[src/rtl/sdram_bus_adapter.sv]
// sdram_bus_adapter: splits 32-bit host word transactions into two 16-bit
// sdram_controller transactions and reassembles the two read halves.
module sdram_bus_adapter #(
   parameter int AW = 24,
   parameter int DW = 16
) (
   input  logic            clk,
   input  logic            rst,
   input  logic            host_req_valid,
   input  logic            host_req_write,
   input  logic [AW-2:0]   host_req_addr,
   input  logic [2*DW-1:0] host_req_wdata,
   input  logic [3:0]      host_req_byteenable,
   output logic            host_req_ready,
   output logic            host_rsp_valid,
   output logic [2*DW-1:0] host_rsp_rdata,
   output logic            bus_req_valid,
   output logic            bus_req_write,
   output logic [AW-1:0]   bus_req_addr,
   output logic [DW-1:0]   bus_req_wdata,
   output logic [1:0]      bus_req_byteenable,
   input  logic            bus_req_ready,
   input  logic            bus_rsp_valid,
   input  logic [DW-1:0]   bus_rsp_rdata
);
   typedef enum logic [2:0] {IDLE, REQ_LO, REQ_HI, RSP_WAIT, RSP_OUT} state_t;
   state_t state_q, state_d;
   logic [AW-2:0] addr_q, addr_d;
   logic [2*DW-1:0] wdata_q, wdata_d, rdata_q, rdata_d;
   logic [3:0] be_q, be_d;
   logic write_q, write_d;
   logic [1:0] cnt_q, cnt_d;
   logic [DW-1:0] lo_q, lo_d;
   logic bus_valid_q, bus_valid_d, bus_write_q, bus_write_d;
   logic [AW-1:0] bus_addr_q, bus_addr_d;
   logic [DW-1:0] bus_wdata_q, bus_wdata_d;
   logic [1:0] bus_be_q, bus_be_d;
   logic accept, cap, second, hi;
   assign host_req_ready     = (state_q == IDLE) && !rst;
   assign host_rsp_valid     = state_q == RSP_OUT;
   assign host_rsp_rdata     = rdata_q;
   assign bus_req_valid      = bus_valid_q;
   assign bus_req_write      = bus_write_q;
   assign bus_req_addr       = bus_addr_q;
   assign bus_req_wdata      = bus_wdata_q;
   assign bus_req_byteenable = bus_be_q;
   always_comb begin
      accept  = host_req_valid && (state_q == IDLE);
      cap     = bus_rsp_valid && (state_q != IDLE) && (cnt_q != 2'd2);
      second  = cap && (cnt_q == 2'd1);
      addr_d  = accept ? host_req_addr : addr_q;
      wdata_d = accept ? host_req_wdata : wdata_q;
      be_d    = accept ? host_req_byteenable : be_q;
      write_d = accept ? host_req_write : write_q;
      cnt_d   = accept ? 2'd0 : cap ? cnt_q + 2'd1 : cnt_q;
      lo_d    = (cap && cnt_q == 2'd0) ? bus_rsp_rdata : lo_q;
      rdata_d = second ? {bus_rsp_rdata, lo_q} : rdata_q;
      state_d = state_q;
      case (state_q)
         IDLE:     if (accept) state_d = (!host_req_write || host_req_byteenable[1:0] != 2'b00) ? REQ_LO :
                                         (host_req_byteenable[3:2] != 2'b00) ? REQ_HI : IDLE;
         REQ_LO:   if (bus_req_ready) state_d = (write_q && be_q[3:2] == 2'b00) ? IDLE : REQ_HI;
         REQ_HI:   if (bus_req_ready) state_d = write_q ? IDLE : (second || cnt_q == 2'd2) ? RSP_OUT : RSP_WAIT;
         RSP_WAIT: if (second) state_d = RSP_OUT;
         default:  state_d = IDLE;
      endcase
      // bus outputs are registered from the next state, so they hold while stalled
      hi          = state_d == REQ_HI;
      bus_valid_d = (state_d == REQ_LO) || hi;
      bus_write_d = write_d;
      bus_addr_d  = {addr_d, hi};
      bus_wdata_d = hi ? wdata_d[2*DW-1:DW] : wdata_d[DW-1:0];
      bus_be_d    = hi ? be_d[3:2] : be_d[1:0];
   end
   always_ff @(posedge clk or posedge rst) begin
      if (rst) begin
         state_q     <= IDLE;
         addr_q      <= '0;
         wdata_q     <= '0;
         be_q        <= '0;
         write_q     <= 1'b0;
         cnt_q       <= '0;
         lo_q        <= '0;
         rdata_q     <= '0;
         bus_valid_q <= 1'b0;
         bus_write_q <= 1'b0;
         bus_addr_q  <= '0;
         bus_wdata_q <= '0;
         bus_be_q    <= '0;
      end else begin
         state_q     <= state_d;
         addr_q      <= addr_d;
         wdata_q     <= wdata_d;
         be_q        <= be_d;
         write_q     <= write_d;
         cnt_q       <= cnt_d;
         lo_q        <= lo_d;
         rdata_q     <= rdata_d;
         bus_valid_q <= bus_valid_d;
         bus_write_q <= bus_write_d;
         bus_addr_q  <= bus_addr_d;
         bus_wdata_q <= bus_wdata_d;
         bus_be_q    <= bus_be_d;
      end
   end
endmodule

[config.mk]
export PLATFORM = sky130hd
export DESIGN_NAME = sdram_bus_adapter
export DESIGN_NICKNAME = d
export VERILOG_FILES = /design/src/rtl/sdram_bus_adapter.sv
export SDC_FILE = /design/constraint.sdc
export NUM_CORES = 1
export LEC_CHECK = 0
export ABC_AREA = 1
export BUFFER_PORTS_ARGS = -buffer_cell sky130_fd_sc_hd__buf_4
export CAP_MARGIN = 20
export CORE_UTILIZATION = 55
export CTS_CLUSTER_SIZE = 28
export DETAILED_ROUTE_END_ITERATION = 6
export MAX_ROUTING_LAYER = met4
export PLACE_DENSITY = 0.85
export REMOVE_ABC_BUFFERS = 1
export SYNTH_ARGS = -nofsm -noshare
export SYNTH_HDL_FRONTEND = slang
export SYNTH_SLANG_ARGS = --single-unit
[constraint.sdc]
create_clock -name clk -period 12.74 [get_ports clk]
set_input_delay 2.548 -clock clk [delete_from_list [all_inputs] [get_ports clk]]
set_output_delay 2.548 -clock clk [all_outputs]
set_load 0.05 [all_outputs]
==> results.py, run 1 <==
metrics = {
    "clocking": {
        "cts_num_sinks": 133,
        "cts_setup_buffers": 0,
        "clk_latency_ps": 510,
        "clock_path_buffers": 2,
        "cts_root_buf": "clkbuf_8",
        "htreeDepth": 4,
        "numCtsBuffers": 17,
        "cts_resized": 0,
        "cts_tree": "built",
        "cts_hold_buf": 0,
        "clk_pin_slew_worst_paths_ps": 60,
    },
    "logic_synthesis": {
        "synthFlopType": "dfrtp_1",
        "synth.yosys.seq_area_share_pct": 63.7,
        "synthSimpleGateAreaFrac_pct": 27.4,
        "netlist_area_sq_um": 5230,
        "ys_ff_latch": 133,
        "synth_top_family_by_area": "simple AND/OR/NAND/NOR gates",
        "synth_top_area_cell": "dfrtp_1",
        "postSynthAreaPerCell_sq_um": 9.16,
        "synthDominantCellAreaShare_pct": 63.7,
        "synth_enable_flop_cells": 0,
        "synth_mux_area_share_pct": 2.15,
        "synth_xor_area_share_pct": 0,
        "netlist_top_cells_area": "dfrtp_1 (64%), nand2_1 (23%), nand3_1 (2.4%)",
        "yosysWarnings": 0,
        "async_flop_share_pct": 100,
        "netlist_instances": 571,
        "synthAdderAreaFrac_pct": 0.718,
        "synth-compound-area-share_pct": 1.72,
        "yosysUniqueCellTypes": 26,
    },
    "placed_design": {
        "dpl.cell_count": 835,
        "hpwl_microns": 7730,
        "place_ws_ps": 6840,
        "port_buffers": 158,
        "place_congestion": 0.839,
    },
    "pwr": {
        "total_power_uw": 2280,
        "power_leakage_uw": 0.00389,
        "power.density_nw_per_um2": 322,
        "vdd_drop_max_uv": 203,
    },
    "timing": {
        "hold_viol": 0,
        "slew_headroom_pct": 35.5,
        "drv_slew": 0,
        "fin_tns_setup_ps": 0,
        "min_period_ps": 5550,
        "layout_setup_ws_ps": 7190,
        "whs_ps": 463,
        "grt_setup_unrepaired": "no",
        "period_share_pct": 43.6,
        "fmax_mhz": 180,
        "finalClockSkew_ps": 7.57,
        "worst_pin_slew_ps": 966,
        "setup_violations": 0,
    },
    "setup_path": {
        "ff2ff_path_depth": 9,
        "r2r_slack_ps": 8920,
        "cp.arrival_ps": 3000,
        "cp-start-kind": "input port",
        "worst_path_max_delay_cell": "buf_4",
        "crit_path_end_kind": "output port",
        "worstPathRequired_ps": 10190,
        "crit_chain": "buf_4 > nor2_1 > buf_4",
        "critPathKind": "input port to output port",
        "max_stage_delay_ps": 210,
        "path_max_fanout": 2,
        "cpMostUsedCell": "buf_4",
    },
    "min_path": {
        "hp-class": "flip-flop to flip-flop",
        "whs_path_depth": 2,
    },
    "global_routing": {
        "grt_use_total_pct": 27.3,
        "antenna_found_initial": 0,
        "grt_pass1_vias": 4211,
        "gr-total-overflow": 0,
        "grt_max_degree": 69,
        "grt_pass1_wl_microns": 20000,
    },
    "finish": {
        "drive_above_1_share_pct": 29.1,
        "fin_cells": 867,
        "diodes": 0,
        "areaGrowthSynthToFinish_pct": 35.0,
        "nets": 809,
        "fill_cells": 632,
    },
    "job": {
        "drv_cap": 0,
    },
    "floorplanning": {
        "io_pins": 159,
        "die-area_sq_um": 9900,
        "dieWidth_microns": 99.5,
        "floorplan.initialDensity_pct": 56.6,
        "rows": 35,
        "core_sq_um": 9240,
        "die_h_microns": 99.5,
    },
    "detailed_routing": {
        "drc": 0,
        "wire_per_inst_microns": 14.1,
        "drtIter0Drc": 266,
        "routed-via-count": 4362,
        "dr.pass1.iters": 5,
        "drt-vias-per-instance": 5.03,
        "ant_nets": 0,
        "wl_microns": 12300,
    },
    "run_status": {
        "status": "complete, no violations",
    },
}
==> through the flow <==
stage          instance area (sq um)  utilization (%)
6_report                        7060             76.4
3_3_place_gp                    6450             69.8
2_1_floorplan                   5080                -
4_1_cts                         7060             76.4
3_5_place_dp                    6450             69.8
5_1_grt                         7060             76.4
==> area by class of cell <==
class	instances	area, sq um	share of cell area [%]
Inverter	21	81.3	1.15
Clock buffer	18	428	6.06
Multi-Input combinational cell	391	1670	23.7
Clock inverter	14	175	2.48
Sequential cell	133	3330	47.2
Tap cell	129	161	2.29
Timing Repair Buffer	161	1210	17.1
==> layout by cell type (no fill, tap or decap), drive strengths merged, types with 2 or more instances in the layout <==
master	netlist	routed
inv	20	23
nand3	28	28
nand2	317	317
a21oi	2	2
ha	3	3
o21ai	14	14
mux2	10	10
buf	19	161
dfrtp	133	133
clkinv	1	6
clkinvlp	0	3
nor2	12	12
bufinv	0	3
or2	2	2
clkbuf	7	18
==> registers in the layout (all words and copies together), names as in the netlist <==
register and cells:
wdata_q 32, bus_req_addr 23, lo_q 16, bus_req_byteenable 2, be_q 4, bus_req_valid 1, cnt_q 2, host_rsp_rdata 32
addr_q 1, bus_req_wdata 16, state_q 3, bus_req_write 1
==> critical path, delay by kind of cell <==
| kind | cells | cell delay [ps] |
|---|---|---|
| buffers and inverters | 2 | 330 |
| and+or+nand+nor | 1 | 120 |
==> worst paths after layout <==
path | end | start
min reg2reg | host_rsp_rdata[8] | lo_q[8]
max | host_req_ready | rst
min | host_rsp_rdata[8] | lo_q[8]
min in group asynchronous | bus_req_addr[1] | rst
max in group asynchronous | wdata_q[14] | rst
max reg2reg | bus_req_wdata[2] | state_q[1]
==> cell usage after synthesis (2+ instances only) <==
master	count
buf_6	4
o21ai_0	14
nand2_1	316
inv_2	2
mux2_2	10
nand3_1	25
or2_2	2
inv_1	18
clkbuf_1	7
nand3_2	2
dfrtp_1	133
ha_1	3
buf_2	13
nor2_1	10
==> cells by family after synthesis <==
| family | Yosys count |
|---|---|
| compound gates | 17 |
| mux | 10 |
| flops | 133 |
| simple gates | 361 |
| buf+inv | 47 |
| fa+ha+maj | 3 |
==> report_power, final <==
group	internal (uW)	total (uW)	switching (uW)
sequential	625	722	97.2
combinational	303	1060	759
clock	305	492	187
total	1230	2280	1040
==> layer usage <==
layer	GRT usage (%)	wire length, microns	vias to the layer above
met2	41.4	5920	190
met5	-	0	-
met3	7.31	802	22
met1	35.4	5280	2085
li1	-	-	2065
met4	10.9	265	0
No activity file was read; power rests on OpenSTA's default activity.
==> inputs of run 2 (changes only) <==
ABC_AREA = 0   (was 1)
CORE_UTILIZATION = 46   (was 55)
PLACE_DENSITY = 0.76   (was 0.85)
clock period = 4.6 ns   (was 12.74 ns; I/O delays follow)
==> run 2 against run 1 <==
Sequential share of layout area fell by 0.43 points. Clock skew rose by 0.66 ps. Cell count fell by 13%. Register-to-register slack got worse by 7100 ps. Synthesized cell count fell by 22%. Utilization fell by 11 points. Flip-flop and latch count did not move. Global-route usage fell by 6.7 points. Critical endpoint is now bus_req_wdata[15]. Highest routed layer unchanged.
==> results.py, run 2 <==
metrics = {
    "run_status": {
        "status": "complete, no violations",
    },
    "setup_path": {
        "path_max_fanout": 20,
        "r2r_slack_ps": 1820,
        "cp.arrival_ps": 3110,
        "r2r-end": "bus_req_wdata[15]",
        "worst_path_max_delay_cell": "o221ai_4",
        "crit_path_end": "bus_req_wdata[15]",
        "crit_chain": "buf_4 > or4b_2 > o22ai_2 > a311oi_1 > o221ai_4 > mux2_4",
        "r2r-start": "cnt_q[0]",
        "critPathLaunch": "host_req_valid",
        "critPathKind": "input port to flip-flop",
        "ff2ff_path_depth": 7,
        "crit_path_end_kind": "flip-flop",
        "worstPathRequired_ps": 4880,
        "max_stage_delay_ps": 510,
        "cp-start-kind": "input port",
    },
    "pwr": {
        "power_frac_seq_pct": 31.5,
        "p_switching_uw": 2720,
        "power_frac_clock_pct": 19.2,
        "pwr-share-comb_pct": 49.3,
        "power.density_nw_per_um2": 897,
        "total_power_uw": 6390,
        "swShare_pct": 42.6,
        "internal-power_uw": 3670,
        "power_leakage_uw": 0.00372,
        "vdd_drop_max_uv": 501,
    },
    "detailed_routing": {
        "drtIter0Drc": 173,
        "dr.pass1.iters": 4,
        "drt-vias-per-instance": 4.89,
        "wl_microns": 11100,
        "wire_per_inst_microns": 14.6,
        "routed-via-count": 3703,
        "drc": 0,
        "ant_nets": 0,
    },
    "timing": {
        "whs_ps": 473,
        "min_period_ps": 2830,
        "fmax_mhz": 354,
        "period_share_pct": 61.5,
        "hold_viol": 0,
        "drv_slew": 0,
        "finalClockSkew_ps": 8.23,
        "worst_pin_slew_ps": 1010,
        "setup_violations": 0,
        "slew_headroom_pct": 32.4,
        "grt_setup_unrepaired": "no",
    },
    "clocking": {
        "cts_num_sinks": 133,
        "htreeDepth": 4,
        "numCtsBuffers": 17,
        "clk_latency_ps": 400,
        "cts_hold_buf": 0,
        "cts_setup_buffers": 0,
        "cts_resized": 0,
        "cts_tree": "built",
        "cts_root_buf": "clkbuf_16",
        "clk_pin_slew_worst_paths_ps": 50,
        "clock_path_buffers": 2,
    },
    "logic_synthesis": {
        "ys_top_cells_by_count": "nand2_1 (185), dfrtp_1 (133), mux2_2 (48)",
        "netlist_top_cells_area": "dfrtp_1 (64%), nand2_1 (13%), mux2_2 (10%)",
        "yosysWarnings": 0,
        "synth.yosys.seq_area_share_pct": 63.6,
        "synth_top_area_cell": "dfrtp_1",
        "synth_enable_flop_cells": 0,
        "postSynthAreaPerCell_sq_um": 11.8,
        "synthFlopType": "dfrtp_1",
        "netlist_instances": 445,
        "synth_most_common_cell": "nand2_1",
        "ys_ff_latch": 133,
        "yosysUniqueCellTypes": 33,
        "netlist_area_sq_um": 5230,
        "async_flop_share_pct": 100,
        "synthDominantCellAreaShare_pct": 63.6,
    },
    "global_routing": {
        "gr-total-overflow": 0,
        "grt_max_degree": 88,
        "grt_pass1_vias": 3782,
        "grt_use_met2_pct": 31.5,
        "grt_pass1_wl_microns": 17900,
        "met1_usage_pct": 25.9,
        "antenna_found_initial": 0,
        "busiest_layer": "met2",
        "grtUsageMet3_pct": 6.63,
        "grt_use_total_pct": 20.6,
    },
    "job": {
        "drv_cap": 0,
    },
    "floorplanning": {
        "die-area_sq_um": 11800,
        "rows": 38,
        "io_pins": 159,
        "floorplan.initialDensity_pct": 47.8,
        "dieWidth_microns": 109,
        "die_h_microns": 109,
        "core_sq_um": 10900,
    },
    "finish": {
        "fill_cells": 866,
        "diodes": 0,
        "areaGrowthSynthToFinish_pct": 36.2,
        "drive_above_1_share_pct": 43.0,
        "nets": 691,
        "final_common_cell": "nand2_1",
        "final_cell_mix": "nand2_1 (185), buf_4 (162), dfrtp_1 (133), mux2_2 (48), mux2_4 (18)",
    },
    "placed_design": {
        "port_buffers": 158,
        "hpwl_microns": 7660,
        "place_congestion": 0.791,
    },
    "min_path": {
        "min-delay-start": "wdata_q[19]",
        "hp-class": "flip-flop to flip-flop",
    },
}
## run 2: changes by cell type after synthesis, moves of 9 or more
cell | before | now
nand2_1 | 316 | 185
mux2_2 | 10 | 48
o21ai_0 | 14 | 3
mux2_4 | 0 | 18
inv_1 | 18 | 6
nand3_1 | 25 | 0
buf_2 | 13 | 4
## run 2: worst min path at each step
stage / slack [ps] / depth (start not counted) / end
after CTS: 470 / 2 / wdata_q[2]
final: 470 / 2 / wdata_q[19]
after global placement: 450 / 2 / wdata_q[18]
after floorplan: 440 / 2 / wdata_q[16]
after detailed placement: 460 / 2 / wdata_q[2]
after global routing: 500 / 2 / be_q[1]
## run 2: power groups by stage
stage / Clock [uW] / Combinational, uW / Sequential [uW]
final: 1230 / 3150 / 2010
after global routing: 1310 / 3360 / 2070
after CTS: 1250 / 3170 / 2010
after detailed placement: 0 / 3170 / 2020
after global placement: 0 / 3070 / 2000
after floorplan: 0 / 1150 / 3100
## run 2: cells by family (layout without fill, tap and decap cells)
logic type | after synthesis | count (layout) | synth area share [%]
fa+ha+maj | 3 | 3 | 0.718
flops | 133 | 133 | 63.6
compound gates | 13 | 13 | 2.15
mux | 66 | 66 | 15.5
buf+inv | 27 | 200 | 2.54
simple gates | 203 | 203 | 15.5
## run 2: through the flow
| stage | setup slack, ps | cell area (sq um) | TNS, ps | instances | util (%) |
|---|---|---|---|---|---|
| floorplan | -334 | 5120 | -6240 | 424 | - |
| global placement | 1430 | 6530 | 0 | 726 | 59.7 |
| detailed placement | 1310 | 6530 | 0 | 726 | 59.7 |
| CTS | 1730 | 7070 | 0 | 756 | 64.7 |
| global route | 1610 | 7120 | 0 | 758 | 65.1 |
| finish | 1770 | 7120 | 0 | 758 | 65.1 |
## run 2: worst max-delay path, delay by kind of cell
kind / cells / cell delay [ps]
AOI/OAI and AO/OA: 3 / 1120
buffers and inverters: 1 / 110
muxes: 1 / 450
and+or+nand+nor: 1 / 480
## run 2: per-layer routing
metal / routed length (microns) / up-vias
met5: 0 / -
met4: 141 / 0
met3: 905 / 14
met2: 5140 / 147
met1: 4900 / 1782
li1: - / 1760
## run 2: cell type report
cell class                 instances  area [sq um]  area share, %
sequential                       133          3330           46.7
multi-input combinational        285          1790           25.1
timing repair buffer             164          1260           17.7
clock buffer                      22           464           6.52
tap                              140           175           2.46
clock inverter                     8          78.8           1.11
inverter                           6          25.0          0.351
==> inputs of run 3 (changes only) <==
CORE_UTILIZATION = 51   (was 46)
PLACE_DENSITY = 0.79   (was 0.76)
clock period = 2.8 ns   (was 4.6 ns; I/O delays follow)
==> run 3 against run 2 <==
Die area down 9.6%. Flip-flop and latch count unchanged. Critical path depth up 2. Largest power group unchanged. Count of clock-buffer cells in the layout down 3. Critical path type is now flip-flop to flip-flop. Sequential share of layout area down 0.29 points. Clock power up 69%. Largest cell class unchanged.
==> results.py, run 3 (same netlist as run 2, synthesis figures left out) <==
metrics = {
    "detailed_routing": {
        "wl_met3_microns": 841,
        "drt-vias-per-instance": 4.90,
        "routed-via-count": 3702,
        "drtIter0Drc": 121,
        "wire_per_inst_microns": 14.5,
        "wl_microns": 10900,
        "wl_met2_microns": 5100,
        "dr.pass1.iters": 4,
        "ant_nets": 0,
        "wl_met1_microns": 4860,
        "drc": 0,
        "top_layer_used": "met4",
    },
    "global_routing": {
        "gr-total-overflow": 0,
        "grt_pass1_wl_microns": 17500,
        "grt_max_degree": 62,
        "grt_pass1_vias": 3693,
        "grt_use_total_pct": 22.6,
        "antenna_found_initial": 0,
    },
    "min_path": {
        "hp-class": "input port to asynchronous set/reset pin",
    },
    "clocking": {
        "cts_resized": 0,
        "clk_latency_ps": 520,
        "cts_tree": "built",
        "cts_num_sinks": 133,
        "numCtsBuffers": 17,
        "cts_hold_buf": 0,
        "cts_setup_buffers": 0,
        "clock_path_buffers": 2,
        "htreeDepth": 4,
        "clk_pin_slew_worst_paths_ps": 60,
        "cts_root_buf": "clkbuf_8",
    },
    "floorplanning": {
        "die-area_sq_um": 10700,
        "floorplan.initialDensity_pct": 53.0,
        "core_sq_um": 9860,
        "dieWidth_microns": 103,
        "die_h_microns": 103,
        "io_pins": 159,
        "rows": 36,
    },
    "setup_path": {
        "max_stage_delay_ps": 510,
        "worst_path_max_delay_cell": "a311oi_1",
        "path_max_fanout": 20,
        "crit_path_end_kind": "flip-flop",
        "worstPathRequired_ps": 3200,
        "critPathKind": "flip-flop to flip-flop",
        "crit_chain": "inv_1 > ha_1 > nor2_1 > and3_1 > a311oi_1 > o221ai_4 > buf_12 > mux2_4",
        "cp.arrival_ps": 2820,
        "cp-start-kind": "flip-flop",
    },
    "pwr": {
        "power_leakage_uw": 0.00375,
        "power_frac_seq_pct": 31.2,
        "power.density_nw_per_um2": 1480,
        "internal-power_uw": 6090,
        "power_frac_clock_pct": 19.6,
        "total_power_uw": 10600,
        "swShare_pct": 42.6,
        "vdd_drop_max_uv": 770,
        "pwr-share-comb_pct": 49.3,
        "p_switching_uw": 4520,
    },
    "finish": {
        "final_common_cell": "nand2_1",
        "diodes": 0,
        "areaGrowthSynthToFinish_pct": 37.0,
        "drive_above_1_share_pct": 43.7,
        "final_cell_mix": "nand2_1 (185), buf_4 (162), dfrtp_1 (133), mux2_2 (48), mux2_4 (18)",
        "nets": 693,
    },
    "timing": {
        "setup_violations": 0,
        "period_share_pct": 86.7,
        "grt_setup_unrepaired": "no",
        "worst_pin_slew_ps": 541,
        "layout_setup_ws_ps": 372,
        "fin_tns_setup_ps": 0,
        "hold_viol": 0,
        "min_period_ps": 2430,
        "whs_ps": 109,
        "finalClockSkew_ps": 9.43,
        "fmax_mhz": 412,
        "drv_slew": 0,
        "slew_headroom_pct": 63.7,
    },
    "placed_design": {
        "place_ws_ps": 366,
        "port_buffers": 158,
        "hpwl_microns": 7430,
        "place_congestion": 0.854,
    },
    "job": {
        "drv_cap": 0,
    },
    "run_status": {
        "status": "complete, no violations",
    },
}
run 3: worst paths after layout:
kind                       slack (ps)               from          endpoint  depth (start not counted)
max reg2reg                       370           cnt_q[0]  bus_req_wdata[1]                          8
min reg2reg                       470        wdata_q[11]       wdata_q[11]                          2
min in group clk                  230  host_req_addr[16]  bus_req_addr[17]                          3
max                               370           cnt_q[0]  bus_req_wdata[1]                          8
max in group asynchronous        2070                rst        state_q[1]                          3
min                               110                rst   bus_req_addr[0]                          2
run 3: stage by stage:
stage	cell area [sq um]	instances	utilization, %
2_1_floorplan	5120	424	-
4_1_cts	7170	755	72.7
5_1_grt	7170	755	72.7
3_5_place_dp	6600	723	66.9
6_report	7170	755	72.7
3_3_place_gp	6600	723	66.9
run 3: final cells by class:
type                    instances  area, sq um
flip-flops and latches        133         3330
fillers                       690         2700
multi-input cells             285         1790
repair buffers                166         1300
clock buffers                  19          432
well taps                     133          166
clock inverters                13          133
inverters                       6         25.0
run 3: power by group through the flow:
stage	registers (uW)	logic, uW	clock network, uW
4_1_cts	3310	5280	2120
3_5_place_dp	3320	5260	0
6_report	3310	5230	2080
2_1_floorplan	5090	1900	0
3_3_place_gp	3280	5130	0
5_1_grt	3420	5590	2210
run 3: worst max-delay path, delay by kind of cell (launching register included):
kind            cells  cell delay [ps]
buf+inv             2              320
mux                 1              310
simple gates        2              290
fa+ha+maj           1              270
compound gates      2              710
flops               1              400
run 3: per-layer routing:
layer	GRT usage [%]	up-vias
met5	-	-
li1	-	1774
met4	8.78	0
met2	34.6	144
met3	7.19	15
met1	28.3	1769
